$ cat config.mk
export PLATFORM = sky130hd
export DESIGN_NAME = hwpe_stream_upsizer_flat
export DESIGN_NICKNAME = d
export VERILOG_FILES = /design/src/rtl/hwpe_stream_package.sv /design/src/rtl/hwpe_stream_intf_stream.sv /design/src/rtl/hwpe_stream_upsizer.sv /design/src/flat_wrapper.sv
export SDC_FILE = /design/constraint.sdc
export NUM_CORES = 1
export LEC_CHECK = 0
export CAP_MARGIN = 30
export CORE_AREA = 2 2 156 158
export CTS_BUF_LIST = sky130_fd_sc_hd__clkbuf_4 sky130_fd_sc_hd__clkbuf_8
export CTS_CLUSTER_DIAMETER = 60
export DETAILED_ROUTE_END_ITERATION = 8
export DIE_AREA = 0 0 158 160
export PLACE_DENSITY = 0.81
export SLEW_MARGIN = 10
export SYNTH_ARGS = -nofsm -noshare
export SYNTH_HDL_FRONTEND = slang
export SYNTH_SLANG_ARGS = --single-unit
$ cat constraint.sdc
create_clock -name clk_i -period 2.4 [get_ports clk_i]
set_input_delay 0.24 -clock clk_i [delete_from_list [all_inputs] [get_ports clk_i]]
set_output_delay 0.24 -clock clk_i [all_outputs]
set_load 0.02 [all_outputs]
$ cat src/rtl/hwpe_stream_package.sv
// Shared HWPE-Stream types: the status flags the upsizer exposes.
package hwpe_stream_package;

  typedef struct packed {
    logic [3:0] beat_cnt;
    logic       flush_pending;
    logic       out_valid;
  } flags_upsizer_t;

endpackage

$ cat src/rtl/hwpe_stream_intf_stream.sv
// HWPE-Stream handshake bundle: valid/ready with data and byte strobes.
interface hwpe_stream_intf_stream #(
  parameter int unsigned DATA_WIDTH = 32
);
  logic                    valid;
  logic                    ready;
  logic [DATA_WIDTH-1:0]   data;
  logic [DATA_WIDTH/8-1:0] strb;

  modport source (output valid, output data, output strb, input ready);
  modport sink   (input valid, input data, input strb, output ready);
endinterface

$ cat src/rtl/hwpe_stream_upsizer.sv
// Packs RATIO narrow beats into one wide beat, LSB lane first; wide word is valid 1 cycle after its last beat.
// Input stalls only when the final beat would overwrite an unpopped word, or while a flush is pending.
module hwpe_stream_upsizer
  import hwpe_stream_package::*;
#(
  parameter int unsigned DATA_WIDTH_IN = 32,
  parameter int unsigned RATIO         = 4
) (
  input  logic                          clk_i,
  input  logic                          rst_ni,
  input  logic                          clear_i,
  input  logic                          flush_i,
  output flags_upsizer_t                flags_o,
  hwpe_stream_intf_stream.sink          push_i,
  hwpe_stream_intf_stream.source        pop_o
);

  localparam int unsigned STRB_IN  = DATA_WIDTH_IN / 8;
  localparam int unsigned DATA_OUT = DATA_WIDTH_IN * RATIO;
  localparam int unsigned STRB_OUT = STRB_IN * RATIO;
  localparam int unsigned CNT_W    = $clog2(RATIO);
  localparam logic [CNT_W-1:0] CNT_LAST = CNT_W'(RATIO - 1);

  logic [CNT_W-1:0]    cnt_q, cnt_d;
  logic [DATA_OUT-1:0] acc_data_q, acc_data_d;
  logic [STRB_OUT-1:0] acc_strb_q, acc_strb_d;
  logic [DATA_OUT-1:0] out_data_q, out_data_d;
  logic [STRB_OUT-1:0] out_strb_q, out_strb_d;
  logic                out_valid_q, out_valid_d;
  logic                flush_pending_q, flush_pending_d;

  logic push_rdy, push_hs, pop_hs, word_done, flush_load;

  // Ready depends only on registered state, so no path from pop_o.ready.
  assign push_rdy   = ~(((cnt_q == CNT_LAST) && out_valid_q) || flush_pending_q);
  assign push_hs    = push_i.valid & push_rdy;
  assign pop_hs     = out_valid_q & pop_o.ready;
  assign word_done  = push_hs && (cnt_q == CNT_LAST);
  assign flush_load = flush_pending_q & ~out_valid_q;

  always_comb begin
    cnt_d           = cnt_q;
    acc_data_d      = acc_data_q;
    acc_strb_d      = acc_strb_q;
    out_data_d      = out_data_q;
    out_strb_d      = out_strb_q;
    out_valid_d     = out_valid_q;
    flush_pending_d = flush_pending_q;

    if (pop_hs) out_valid_d = 1'b0;

    if (push_hs) begin
      acc_data_d[cnt_q*DATA_WIDTH_IN +: DATA_WIDTH_IN] = push_i.data;
      acc_strb_d[cnt_q*STRB_IN +: STRB_IN]             = push_i.strb;
      cnt_d = word_done ? '0 : cnt_q + 1'b1;
    end

    // Accumulator is zeroed after each hand-off so a flushed word has empty upper lanes.
    if (word_done || flush_load) begin
      out_data_d  = acc_data_d;
      out_strb_d  = acc_strb_d;
      out_valid_d = 1'b1;
      acc_data_d  = '0;
      acc_strb_d  = '0;
      cnt_d       = '0;
    end

    if (flush_load)
      flush_pending_d = 1'b0;
    else if (flush_i && (cnt_d != '0))
      flush_pending_d = 1'b1;

    if (clear_i) begin
      cnt_d           = '0;
      acc_data_d      = '0;
      acc_strb_d      = '0;
      out_data_d      = '0;
      out_strb_d      = '0;
      out_valid_d     = 1'b0;
      flush_pending_d = 1'b0;
    end
  end

  always_ff @(posedge clk_i or negedge rst_ni) begin
    if (!rst_ni) begin
      cnt_q           <= '0;
      acc_data_q      <= '0;
      acc_strb_q      <= '0;
      out_data_q      <= '0;
      out_strb_q      <= '0;
      out_valid_q     <= 1'b0;
      flush_pending_q <= 1'b0;
    end else begin
      cnt_q           <= cnt_d;
      acc_data_q      <= acc_data_d;
      acc_strb_q      <= acc_strb_d;
      out_data_q      <= out_data_d;
      out_strb_q      <= out_strb_d;
      out_valid_q     <= out_valid_d;
      flush_pending_q <= flush_pending_d;
    end
  end

  assign push_i.ready = push_rdy;
  assign pop_o.valid  = out_valid_q;
  assign pop_o.data   = out_valid_q ? out_data_q : '0;
  assign pop_o.strb   = out_valid_q ? out_strb_q : '0;

  assign flags_o.beat_cnt      = 4'(cnt_q);
  assign flags_o.flush_pending = flush_pending_q;
  assign flags_o.out_valid     = out_valid_q;

endmodule

$ cat src/flat_wrapper.sv
// flat-port wrapper written by rule: the top's interface ports become plain ports
module hwpe_stream_upsizer_flat import hwpe_stream_package::*;
#(
  parameter int unsigned DATA_WIDTH_IN = 32,
  parameter int unsigned RATIO         = 4
)
  (clk_i, rst_ni, clear_i, flush_i, flags_o, push_i_valid, push_i_data, push_i_strb, push_i_ready, pop_o_valid, pop_o_data, pop_o_strb, pop_o_ready);
  hwpe_stream_intf_stream #(.DATA_WIDTH(32)) push_i_i ();
  hwpe_stream_intf_stream #(.DATA_WIDTH(128)) pop_o_i ();
  input  logic clk_i;
  input  logic rst_ni;
  input  logic clear_i;
  input  logic flush_i;
  output flags_upsizer_t flags_o;
  input wire logic [$bits(push_i_i.valid)-1:0] push_i_valid;
  input wire logic [$bits(push_i_i.data)-1:0] push_i_data;
  input wire logic [$bits(push_i_i.strb)-1:0] push_i_strb;
  output wire logic [$bits(push_i_i.ready)-1:0] push_i_ready;
  output wire logic [$bits(pop_o_i.valid)-1:0] pop_o_valid;
  output wire logic [$bits(pop_o_i.data)-1:0] pop_o_data;
  output wire logic [$bits(pop_o_i.strb)-1:0] pop_o_strb;
  input wire logic [$bits(pop_o_i.ready)-1:0] pop_o_ready;
  assign push_i_i.valid = push_i_valid;
  assign push_i_i.data = push_i_data;
  assign push_i_i.strb = push_i_strb;
  assign push_i_ready = push_i_i.ready;
  assign pop_o_valid = pop_o_i.valid;
  assign pop_o_data = pop_o_i.data;
  assign pop_o_strb = pop_o_i.strb;
  assign pop_o_i.ready = pop_o_ready;
  hwpe_stream_upsizer #(.DATA_WIDTH_IN(DATA_WIDTH_IN), .RATIO(RATIO)) u_core (.clk_i(clk_i), .rst_ni(rst_ni), .clear_i(clear_i), .flush_i(flush_i), .flags_o(flags_o), .push_i(push_i_i), .pop_o(pop_o_i));
endmodule
# == Word-level counts from Yosys, hierarchy flattened ==
# Cells that the tools add are included.
# op_classes
n_eq_ne,1
muxes,24
shift,4
add_sub_neg,3
reduce_logical,9
n_bitwise,5
# op_table
operator,count
128-bit two-way mux,6
128-bit bitwise mux,1
"32-bit by 34-bit variable shift with 128-bit output, first input constant",1
32-bit by 34-bit variable part select with 128-bit output,1
16-bit two-way mux,6
4-bit negator with 34-bit output,1
7-bit negator with 34-bit output,1
"4-bit by 34-bit variable shift with 16-bit output, first input constant",1
4-bit by 34-bit variable part select with 16-bit output,1
16-bit bitwise mux,1
2-bit two-way mux,4
1-bit two-way mux,6
3-bit nonzero test,2
2-bit nonzero test,2
1-bit AND,3
1-bit logical AND,3
"2-bit by 1-bit adder with 2-bit output, second input constant",1
"2-bit == test, second input constant",1
1-bit logical OR,2
1-bit NOT,2
# word_totals
wordCells,53
input_bits,42
out_inout_bits,152
register_bits,292

# == Longest topological paths before layout ==
# depth
word_depth,14
ltp_mapped,8
depth_no_buf,6

# == Worst setup path before layout ==
# Ideal clock, no wire load.
# synth_timing
path_kind,register -> register
startpoint,reg u_core.cnt_q[0]
endpoint,reg u_core.out_data_q[106]
period_less_slack_ps,2044
required_ps,2276
setup_ps,124
stages_incl_launch_ff,9
setup_slack_ps,356
arrival_ps,1920
path_buffers,2
cell_sequence,dfrtp_1 inv_1 ha_1 nand2b_1 buf_2 buf_1 nor3_1 a21oi_1 o2bb2ai_1
# synth_between
elab_chain_len,8
elab_cells_between_ends,15
cone_classes,add/sub: 1; eq/ne: 1; shift: 2; mux: 4; bitwise: 2; reduce/logical: 5
# synth_rtl
item,line_no,rtl
from (decl),hwpe_stream_upsizer.sv:24,"logic [CNT_W-1:0] cnt_q, cnt_d;"
from (signal assigned),hwpe_stream_upsizer.sv:94,cnt_q <= cnt_d;
"parallel branches: the longest is 8 deep, another holds 7-bit negator with 34-bit output",--,
to (signal assigned),hwpe_stream_upsizer.sv:97,out_data_q <= out_data_d;
to (decl),hwpe_stream_upsizer.sv:27,"logic [DATA_OUT-1:0] out_data_q, out_data_d;"
# Parallel ways; which one is timed is not known. The select of a mux whose other input is x is not followed.
# A chain may end at the register's enable or synchronous reset.

# == Worst setup path after layout ==
# layout_timing
startpoint,reg u_core.out_valid_q (netlist: u_core.pop_o.valid)
endpoint,out pop_o_data[55]
# layout_between
elab_chain_len,1
# layout_rtl
item,line_no,rtl
from (decl),hwpe_stream_upsizer.sv:29,"logic out_valid_q, out_valid_d;"
from (signal assigned),hwpe_stream_upsizer.sv:99,out_valid_q <= out_valid_d;
128-bit two-way mux,hwpe_stream_upsizer.sv:106,assign pop_o.data = out_valid_q ? out_data_q : '0;
to (decl),flat_wrapper.sv:20,output wire logic [$bits(pop_o_i.data)-1:0] pop_o_data;
# No other way between the ends.

==> flow_metrics.py <==
metrics = {
    "synth": {
        "synth_cell_types": 28,
        "synth_area_sq_um": 13000,
        "yosysWarnings": 0,
        "syn_inst": 1194,
        "ys_ff_latch": 292,
        "ys_seq_area_share_pct": 56.4,
        "synth_area_per_cell_sq_um": 10.9,
    },
    "setup_path": {
        "criticalPathCategory": "register to output pin",
        "slowest_stage": "clkdlybuf4s50_1",
        "crit_buf_inv": 2,
        "crit_family": "buffers and inverters",
        "cp-start-kind": "register",
        "arrival_ns": 2.12,
        "slowest_delay_ns": 0.61,
        "required_ns": 2.16,
        "rrSetupSlack_ns": 0.22,
        "crit_chain": "buf_4, and2_1, clkdlybuf4s50_1",
        "cp_max_fo": 15,
        "critPathCaptureType": "output pin",
    },
    "power_and_ir_drop": {
        "comb_power_share_pct": 13.1,
        "seq_power_share_pct": 47.4,
        "intPower_mw": 7.80,
        "p_sw_mw": 2.84,
        "power_density_nw_per_um2": 650,
        "ir_worst_vdd_uv": 350,
        "totalPowerFinal_mw": 10.6,
        "p_clk_share_pct": 39.5,
        "p_leak_nw": 8.57,
        "p_sw_share_pct": 26.7,
    },
    "clocking": {
        "numCtsBuffers": 43,
        "clk_pin_slew_ns": 0.06,
        "clock_path_buffers": 3,
        "clk_latency_ns": 0.55,
        "clockRootBuffer": "clkbuf_8",
        "tritoncts": "yes",
        "cts_max_level": 2,
        "cts.sinks": 292,
    },
    "global_route": {
        "grt_overflow": 0,
        "grt_pass1_vias": 9746,
        "grt.total_usage_pct": 27.6,
        "grt_pass1_wl_mm": 54.1,
        "grt_max_degree": 125,
        "antenna_found_initial": 0,
    },
    "route": {
        "top_layer": "met4",
        "firstDrtPassIters": 5,
        "wl_met3_mm": 2.34,
        "drt_iter0_drc": 651,
        "drc_errors": 0,
        "wl_mm": 34.7,
        "met2_length_mm": 16.3,
        "wl_met1_mm": 14.8,
        "post_drt_wl_per_cell_microns": 20.2,
        "dr_total_vias": 9653,
        "vias_per_cell": 5.63,
        "ant_nets": 0,
    },
    "final_layout": {
        "layout_commonest_cell": "dfrtp_1",
        "final_cell_mix": "291 x dfrtp_1, 220 x nor2_1, 182 x and2_1, 144 x o2bb2ai_1, 137 x clkdlybuf4s50_1",
        "nNetsFinal": 1409,
        "fin_cells": 1715,
        "area_growth_pct": 26.3,
        "drive_gt1_share_pct": 8.70,
        "fill_cells": 1763,
        "antenna_cells": 0,
        "design_area_sq_um": 16400,
    },
    "floorplan": {
        "fp.dieW_microns": 158,
        "pin_count": 194,
        "fp.dieArea_sq_um": 25300,
        "initial_utilization_pct": 54.4,
        "num_rows": 57,
        "die_y_microns": 160,
        "coreArea_sq_um": 23800,
    },
    "outcome": {
        "outcome": "completed",
    },
    "place": {
        "hpwl_mm": 21.9,
        "portBuffers": 191,
        "place_congestion": 0.822,
        "dp.cells": 1636,
        "placed_area_sq_um": 15300,
    },
    "timing": {
        "setup_viol": 0,
        "max_slew.worst_pin.slew_ns": 0.677,
        "slew_violations": 0,
        "slew_headroom_pct": 54.9,
        "hold_viol_final": 0,
        "fin_crit_sh_pct": 98.3,
        "rsz0062_at_grt": "yes",
        "finClkSkew_ns": 0.0182,
        "timing.fmax_mhz": 424,
        "period_minus_slack_ns": 2.36,
    },
    "job": {
        "drv_cap": 0,
    },
    "hold_path": {
        "hp-class": "primary input to async pin",
    },
}
[power by group through the flow]
stage / combinational, mW / clock [mW] / sequential, mW
after global placement: 1.34 / 0 / 5.13
final: 1.40 / 4.20 / 5.04
after CTS: 1.38 / 4.24 / 5.04
after global routing: 1.50 / 4.48 / 5.04
after detailed placement: 1.36 / 0 / 5.13
after floorplan: 0.801 / 0 / 5.11
[metal layers]
layer	track usage [%]	vias up
met1	38.5	4844
met5	0	-
li1	-	4376
met3	6.08	84
met2	42.2	349
met4	11.3	0
[final timing paths]
check,start,end,cells after the start
worst min-delay path,rst_ni,u_core.acc_data_q[20]$_DFF_PN0_,2
max in group asynchronous,rst_ni,u_core.out_data_q[86]$_DFFE_PN0P_,3
worst max-delay path,u_core.pop_o.valid$_DFFE_PN0P_,pop_o_data[55],3
worst min register to register,u_core.out_data_q[17]$_DFFE_PN0P_,u_core.out_data_q[17]$_DFFE_PN0P_,1
min in group clk_i,flush_i,u_core.flush_pending_q$_DFFE_PN0P_,3
worst max register to register,u_core.cnt_q[0]$_DFF_PN0_,u_core.out_data_q[14]$_DFFE_PN0P_,7
[registers in the layout, summed over array words and instances, names as in the netlist]
register / flops
u_core.flush_pending_q: 1
u_core.out_strb_q: 16
u_core.acc_strb_q: 16
u_core.cnt_q: 2
u_core.out_data_q: 128
u_core.pop_o.valid: 1
u_core.acc_data_q: 128
[through the flow]
step | utilization [%] | hold slack (ns) | setup slack (ns) | setup TNS (ns)
6_report | 68.7 | 0.278 | 0.0408 | 0
5_1_grt | 68.7 | 0.285 | -0.0317 | -0.326
4_1_cts | 68.1 | 0.273 | 0.00309 | 0
3_5_place_dp | 64.1 | 0.268 | 0.229 | 0
3_3_place_gp | 64.1 | 0.268 | 0.297 | 0
2_1_floorplan | - | -0.0556 | 0.356 | 0
[synthesized netlist by cell type]
master | instances | area share, %
dfrtp_1 | 292 | 56
nor2_1 | 221 | 6.4
and2_1 | 182 | 8.8
o2bb2ai_1 | 144 | 9.7
mux2i_1 | 108 | 8.3
clkbuf_1 | 60 | 1.7
a21oi_1 | 40 | 1.5
nand2b_1 | 39 | 1.9
nor3_1 | 37 | 1.4
buf_2 | 20 | 0.77
buf_6 | 11 | 0.96
buf_1 | 8 | 0.23
buf_4 | 7 | 0.41
ha_1 | 5 | 0.48
inv_1 | 4 | 0.12
nand3_1 | 3 | 0.12
nand2_1 | 2 | 0.058
and2b_1 | 1 | 0.058
conb_1 | 1 | 0.029
nand3b_1 | 1 | 0.058
nand4bb_1 | 1 | 0.087
nor3b_1 | 1 | 0.058
nor3b_2 | 1 | 0.097
nor4_1 | 1 | 0.048
o21a_1 | 1 | 0.058
o41ai_1 | 1 | 0.068
or2_1 | 1 | 0.048
or3_1 | 1 | 0.048
[final cells by class]
cell class | instances | area, sq um | area share (%)
flip-flops and latches | 292 | 7310 | 44.7
clock buffers | 64 | 831 | 5.07
multi-input cells | 793 | 5160 | 31.5
repair buffers | 228 | 2570 | 15.7
inverters | 4 | 15.0 | 0.0917
well taps | 324 | 405 | 2.48
clock inverters | 10 | 75.1 | 0.459
[worst register-to-register path, delay by kind of cell, from the launching register on]
kind / cells / cell delay [ns]
compound gates: 1 / 0.21
simple gates: 2 / 0.38
mux: 1 / 0.10
fa+ha+maj: 1 / 0.38
flops: 1 / 0.52
buf+inv: 2 / 0.49
[cells by family after synthesis]
| kind of cell | share of synthesized area, % |
|---|---|
| simple gates | 19.2 |
| mux | 8.34 |
| buf+inv | 4.22 |
| fa+ha+maj | 0.483 |
| other cells | 0.0289 |
| flops | 56.4 |
| compound gates | 11.4 |
[timing repair]
item,in CTS,in global routing
gates cloned,0,1
hold buffers,1,0
endpoints found under the hold margin,72,0
pin swaps,0,0
setup buffers,3,0
gates resized for setup,5,51
setup endpoints to repair,119,67
Power figures use the tool's default switching activity.
